File: config.mk
export PLATFORM = sky130hd
export DESIGN_NAME = aibnd_clkgate_seq
export DESIGN_NICKNAME = d
export VERILOG_FILES = /design/src/rtl/aibnd_clkgate_seq_pkg.sv /design/src/rtl/aibnd_rr_arb.sv /design/src/rtl/aibnd_clkgate_seq.sv
export SDC_FILE = /design/constraint.sdc
export NUM_CORES = 1
export LEC_CHECK = 0
export CAP_MARGIN = 10
export CORE_MARGIN = 2
export CORE_UTILIZATION = 40
export DETAILED_ROUTE_END_ITERATION = 10
export PLACE_DENSITY = 0.6
export SYNTH_ARGS = -nofsm -noshare
export SYNTH_HDL_FRONTEND = slang
export SYNTH_SLANG_ARGS = --single-unit
File: constraint.sdc
create_clock -name clk -period 5.2 [get_ports clk]
set_input_delay 1.3 -clock clk [delete_from_list [all_inputs] [get_ports clk]]
set_output_delay 1.3 -clock clk [all_outputs]
set_load 0.02 [all_outputs]
File: src/rtl/aibnd_clkgate_seq_pkg.sv
`default_nettype none
// ============================================================================
// Module   : aibnd_clkgate_seq_pkg
// Brief    : Shared state encoding and defaults for the clock-gate sequencer.
// Revision : 1.0
// ============================================================================
package aibnd_clkgate_seq_pkg;

    typedef enum logic {
        ST_IDLE   = 1'b0,
        ST_SETTLE = 1'b1
    } state_t;

    localparam int DEF_NUM_BR     = 4;
    localparam int DEF_SETTLE_CYC = 8;

endpackage
`default_nettype wire

File: src/rtl/aibnd_rr_arb.sv
`default_nettype none
// ============================================================================
// Module   : aibnd_rr_arb
// Brief    : Combinational round-robin pick; first request after ptr, wrapping.
// Revision : 1.0
// ============================================================================
module aibnd_rr_arb #(
    parameter int N  = 4,
    parameter int IW = $clog2(N)
) (
    input  logic [N-1:0]  req,
    input  logic [IW-1:0] ptr,
    output logic [N-1:0]  gnt,
    output logic [IW-1:0] idx
);

    logic [IW-1:0] w_cand [N];
    logic          w_found;

    // w_cand[k] is the index holding priority rank k (ptr+1 is highest)
    always_comb begin
        for (int k = 0; k < N; k++) begin
            w_cand[k] = IW'((int'(ptr) + k + 1) % N);
        end
    end

    always_comb begin
        gnt     = '0;
        idx     = '0;
        w_found = 1'b0;
        for (int k = 0; k < N; k++) begin
            if (!w_found && req[w_cand[k]]) begin
                w_found          = 1'b1;
                gnt[w_cand[k]]   = 1'b1;
                idx              = w_cand[k];
            end
        end
    end

endmodule
`default_nettype wire

File: src/rtl/aibnd_clkgate_seq.sv
`default_nettype none
// ============================================================================
// Module   : aibnd_clkgate_seq
// Brief    : Sequences NAND clock-gate enables one branch at a time with settle.
// Revision : 1.0
// ============================================================================
module aibnd_clkgate_seq
    import aibnd_clkgate_seq_pkg::*;
#(
    parameter int NUM_BR     = DEF_NUM_BR,
    parameter int SETTLE_CYC = DEF_SETTLE_CYC
) (
    input  logic              clk,
    input  logic              rst,
    input  logic [NUM_BR-1:0] req_i,
    output logic [NUM_BR-1:0] en_o,
    output logic [NUM_BR-1:0] ack_o,
    output logic              busy_o,
    input  logic              vccl_aibnd,
    input  logic              vssl_aibnd
);

    localparam int CNT_W = $clog2(SETTLE_CYC + 1);
    localparam int PW    = $clog2(NUM_BR);

    state_t              r_state, w_state_nxt;
    logic [CNT_W-1:0]    r_cnt, w_cnt_nxt;
    logic [NUM_BR-1:0]   r_en_state, w_en_nxt;
    logic [NUM_BR-1:0]   r_ack, w_ack_nxt;
    logic [PW-1:0]       r_rr_ptr, w_ptr_nxt;
    logic [NUM_BR-1:0]   r_en_neg;
    logic [NUM_BR-1:0]   w_pend;
    logic [NUM_BR-1:0]   w_gnt;
    logic [PW-1:0]       w_gidx;
    logic                w_unused;

    assign w_unused = vccl_aibnd ^ vssl_aibnd;
    assign w_pend   = req_i ^ r_en_state;

    aibnd_rr_arb #(.N(NUM_BR), .IW(PW)) u_arb (
        .req (w_pend),
        .ptr (r_rr_ptr),
        .gnt (w_gnt),
        .idx (w_gidx)
    );

    always_ff @(posedge clk or posedge rst) begin
        if (rst) begin
            r_state    <= ST_IDLE;
            r_cnt      <= '0;
            r_en_state <= '0;
            r_ack      <= '0;
            r_rr_ptr   <= PW'(NUM_BR - 1);
        end else begin
            r_state    <= w_state_nxt;
            r_cnt      <= w_cnt_nxt;
            r_en_state <= w_en_nxt;
            r_ack      <= w_ack_nxt;
            r_rr_ptr   <= w_ptr_nxt;
        end
    end

    // During SETTLE r_rr_ptr still names the branch being switched
    always_comb begin
        w_state_nxt = r_state;
        w_cnt_nxt   = r_cnt;
        w_en_nxt    = r_en_state;
        w_ack_nxt   = r_ack;
        w_ptr_nxt   = r_rr_ptr;
        case (r_state)
            ST_IDLE: begin
                if (|w_pend) begin
                    w_en_nxt    = r_en_state ^ w_gnt;
                    w_ptr_nxt   = w_gidx;
                    w_cnt_nxt   = CNT_W'(SETTLE_CYC - 1);
                    w_state_nxt = ST_SETTLE;
                end
            end
            ST_SETTLE: begin
                if (r_cnt != '0) begin
                    w_cnt_nxt = r_cnt - CNT_W'(1);
                end else begin
                    w_ack_nxt[r_rr_ptr] = r_en_state[r_rr_ptr];
                    w_state_nxt         = ST_IDLE;
                end
            end
        endcase
    end

    // Launch enables while clk is low so the NAND gate output cannot glitch
    always_ff @(negedge clk or posedge rst) begin
        if (rst) begin
            r_en_neg <= '0;
        end else begin
            r_en_neg <= r_en_state;
        end
    end

    assign en_o   = r_en_neg;
    assign ack_o  = r_ack;
    assign busy_o = (r_state == ST_SETTLE);

endmodule
`default_nettype wire

==> metrics <==
GRT busiest layer=met2; Die Area=3820 sq um; top post-synthesis cells by area=dfrtp_1 (24%), ha_1 (9.4%), dfrtn_1 (7.5%); number of global-route vias before repair=979; hold path start=ack_o[3]; Placed Cells=187; largest family of logic cells by synthesized area=compound AO/OA/AOI/OAI gates; Final Setup Violations=0; H-tree Lvls=1; CP Launch Type=flip-flop; fin. max-slew vios=0; number of flops mapped to enable cells by yosys=0; Required @ worst endpoint=3900 ps; met1 GRT Util=21.8%; fraction of registers with async set/reset=100%; routed vias/inst=5.42; Final #Nets=166; FF-to-FF End=en_o[2]; CTS hold repair buffers=0; gr usage total=16.8%; CP Max Fanout=1; Row Count=20; CP cell instances=dlygate4sd2_1; max capacitance violation total=0; die height=61.8 um; RSZ-0062 raised after global routing=no; count leader, synth=nand2_1; Critical Path Slowest Stage Cell=dfrtn_1; Post-Syn Nets=150; first-pass GRT wire length=4.65 mm; DRC Markers=0; area leader, netlist=dfrtp_1; clock buffer depth=2; most common flop cell mapped by yosys=dfrtp_1; Warnings, synthesis=0; CTS root buf=clkbuf_4; CTS sink count=19; CP delay by family, top=flip-flops; Arr. time, crit path=3610 ps; Seq/Total Area, Yosys=35.8%; GP Congestion=0.828; Yosys top cell area share=24.4%; R2R cell count=0; CTS clk-pin slew, worst paths=100 ps; critical path class=reg -> out; endpoint type of the worst setup path=primary output; r2r startpoint=r_en_state[2]; IO Port Bufs=14; Antenna Nets Post-Route=0; clk_lat worst skew=300 ps; TritonCTS clock tree=built; Worst Tran Pin Value=736 ps; Mapped Cells=132; met2 Resource Use GR=28.0%; Post-Route WL=2.72 mm; Post-Place Worst Slack=332 ps; proportion of layout cells with a drive suffix above 1=12.9%; count of different cell masters after synthesis=36; Final Non-Filler Cells=191; largest net degree at the start of global routing=16; post-synthesis instance area=1340 sq um; largest stage delay on the critical path=390 ps; status=complete, no violations; num ports=17; synthesized area per cell=10.1 sq um; Yosys reg bits=19; simple-gate share of the synthesized area=14.2%; XOR/XNOR Fraction of Synth Area=9.18%; CTS buffer count=3; Hold Vio Cnt, Final=0; max_slew headroom=50.5%; total gr overflow=0; hold depth=1; placed cell area=1520 sq um; initial antenna violation count=0; via count=1035; Initial Util=43.0%; WP buf/inv=1; drt wl/cell=14.3 um; Worst Hold Class=reg -> reg; R2R setup slack=1940 ps; drt pass-1 iters=4; adder-cell share of the synthesized area=9.37%; fin worst setup slack=290 ps; post-DP HPWL=2.12 mm; Global Route met3 Usage=3.93%; hold path endpoint=ack_o[3]; Post-synth top cells=nand2_1 (18), dfrtp_1 (13), nor2_1 (11), ha_1 (10), xnor2_1 (10); mux cell area share after synthesis=12.9%; post-route cell area=1550 sq um; Starting DRT DRC Count=36; Placeable Area=3100 sq um; area grow syn2layout=15.7%; total negative slack=0 ps; Die X=61.8 um; Clock Skew=2.06 ps; post-synthesis compound-gate area fraction=14.9%; # diodes=0
## placed cells by master (no fill, tap or decap), types with 5 or more instances in the layout
cell	count
o21ai_0	5
ha_1	10
a21oi_1	8
inv_1	6
nor2_1	11
nand2_1	18
dfrtp_1	13
xnor2_1	10
clkdlybuf4s50_1	10
## metrics by stage
step	utilization (%)	hold WS (ps)
6_report	49.8	513
5_1_grt	49.8	548
4_1_cts	49.6	523
3_5_place_dp	48.8	495
3_3_place_gp	48.8	488
2_1_floorplan	-	479
## area by class of cell
cell class / instances / area [sq um]
inverter: 7 / 26.3
tap: 44 / 55.1
fill: 318 / 1560
multi-input combinational: 102 / 808
clock buffer: 3 / 22.5
sequential: 19 / 478
clock inverter: 1 / 5.00
timing repair buffer: 15 / 150
## flip-flops by register name, summed over array words and instances, names as in the netlist
name	cells
busy_o	1
r_cnt	4
r_rr_ptr	2
r_en_state	4
en_o	4
ack_o	4
## timing repair
action,CTS,global route
pin swaps,0,0
setup endpoints to repair,2,2
resized for setup,2,2
buffers inserted,0,0
## per-layer routing
layer  part of all wire, %  vias up
met3                   4.5        4
met5                     0        -
met1                    45      502
met4                   1.1        0
li1                      -      502
met2                    49       27
## worst max path at each step
| stage | start | endpoint | slack (ps) | cells past startpoint |
|---|---|---|---|---|
| after floorplan | en_o[0] | en_o[0] | 830 | 0 |
| after global placement | en_o[0] | en_o[0] | 340 | 1 |
| after detailed placement | en_o[1] | en_o[1] | 330 | 1 |
| after CTS | en_o[3] | en_o[3] | 6 | 1 |
| after global routing | en_o[1] | en_o[1] | 230 | 1 |
| final | en_o[1] | en_o[1] | 290 | 1 |
## cell families (layout without fill, tap and decap cells)
group / Yosys count / after routing
AO/OA/AOI/OAI: 28 / 28
XOR/XNOR: 14 / 14
adder cells (fa/ha/maj): 10 / 10
buffers and inverters: 11 / 26
flip-flops: 19 / 19
multiplexers: 10 / 10
AND/OR/NAND/NOR: 40 / 40
Power is left out: the tool's default activity adds up to more than one toggle a clock period on the data nets, which glitch-free logic cannot reach.
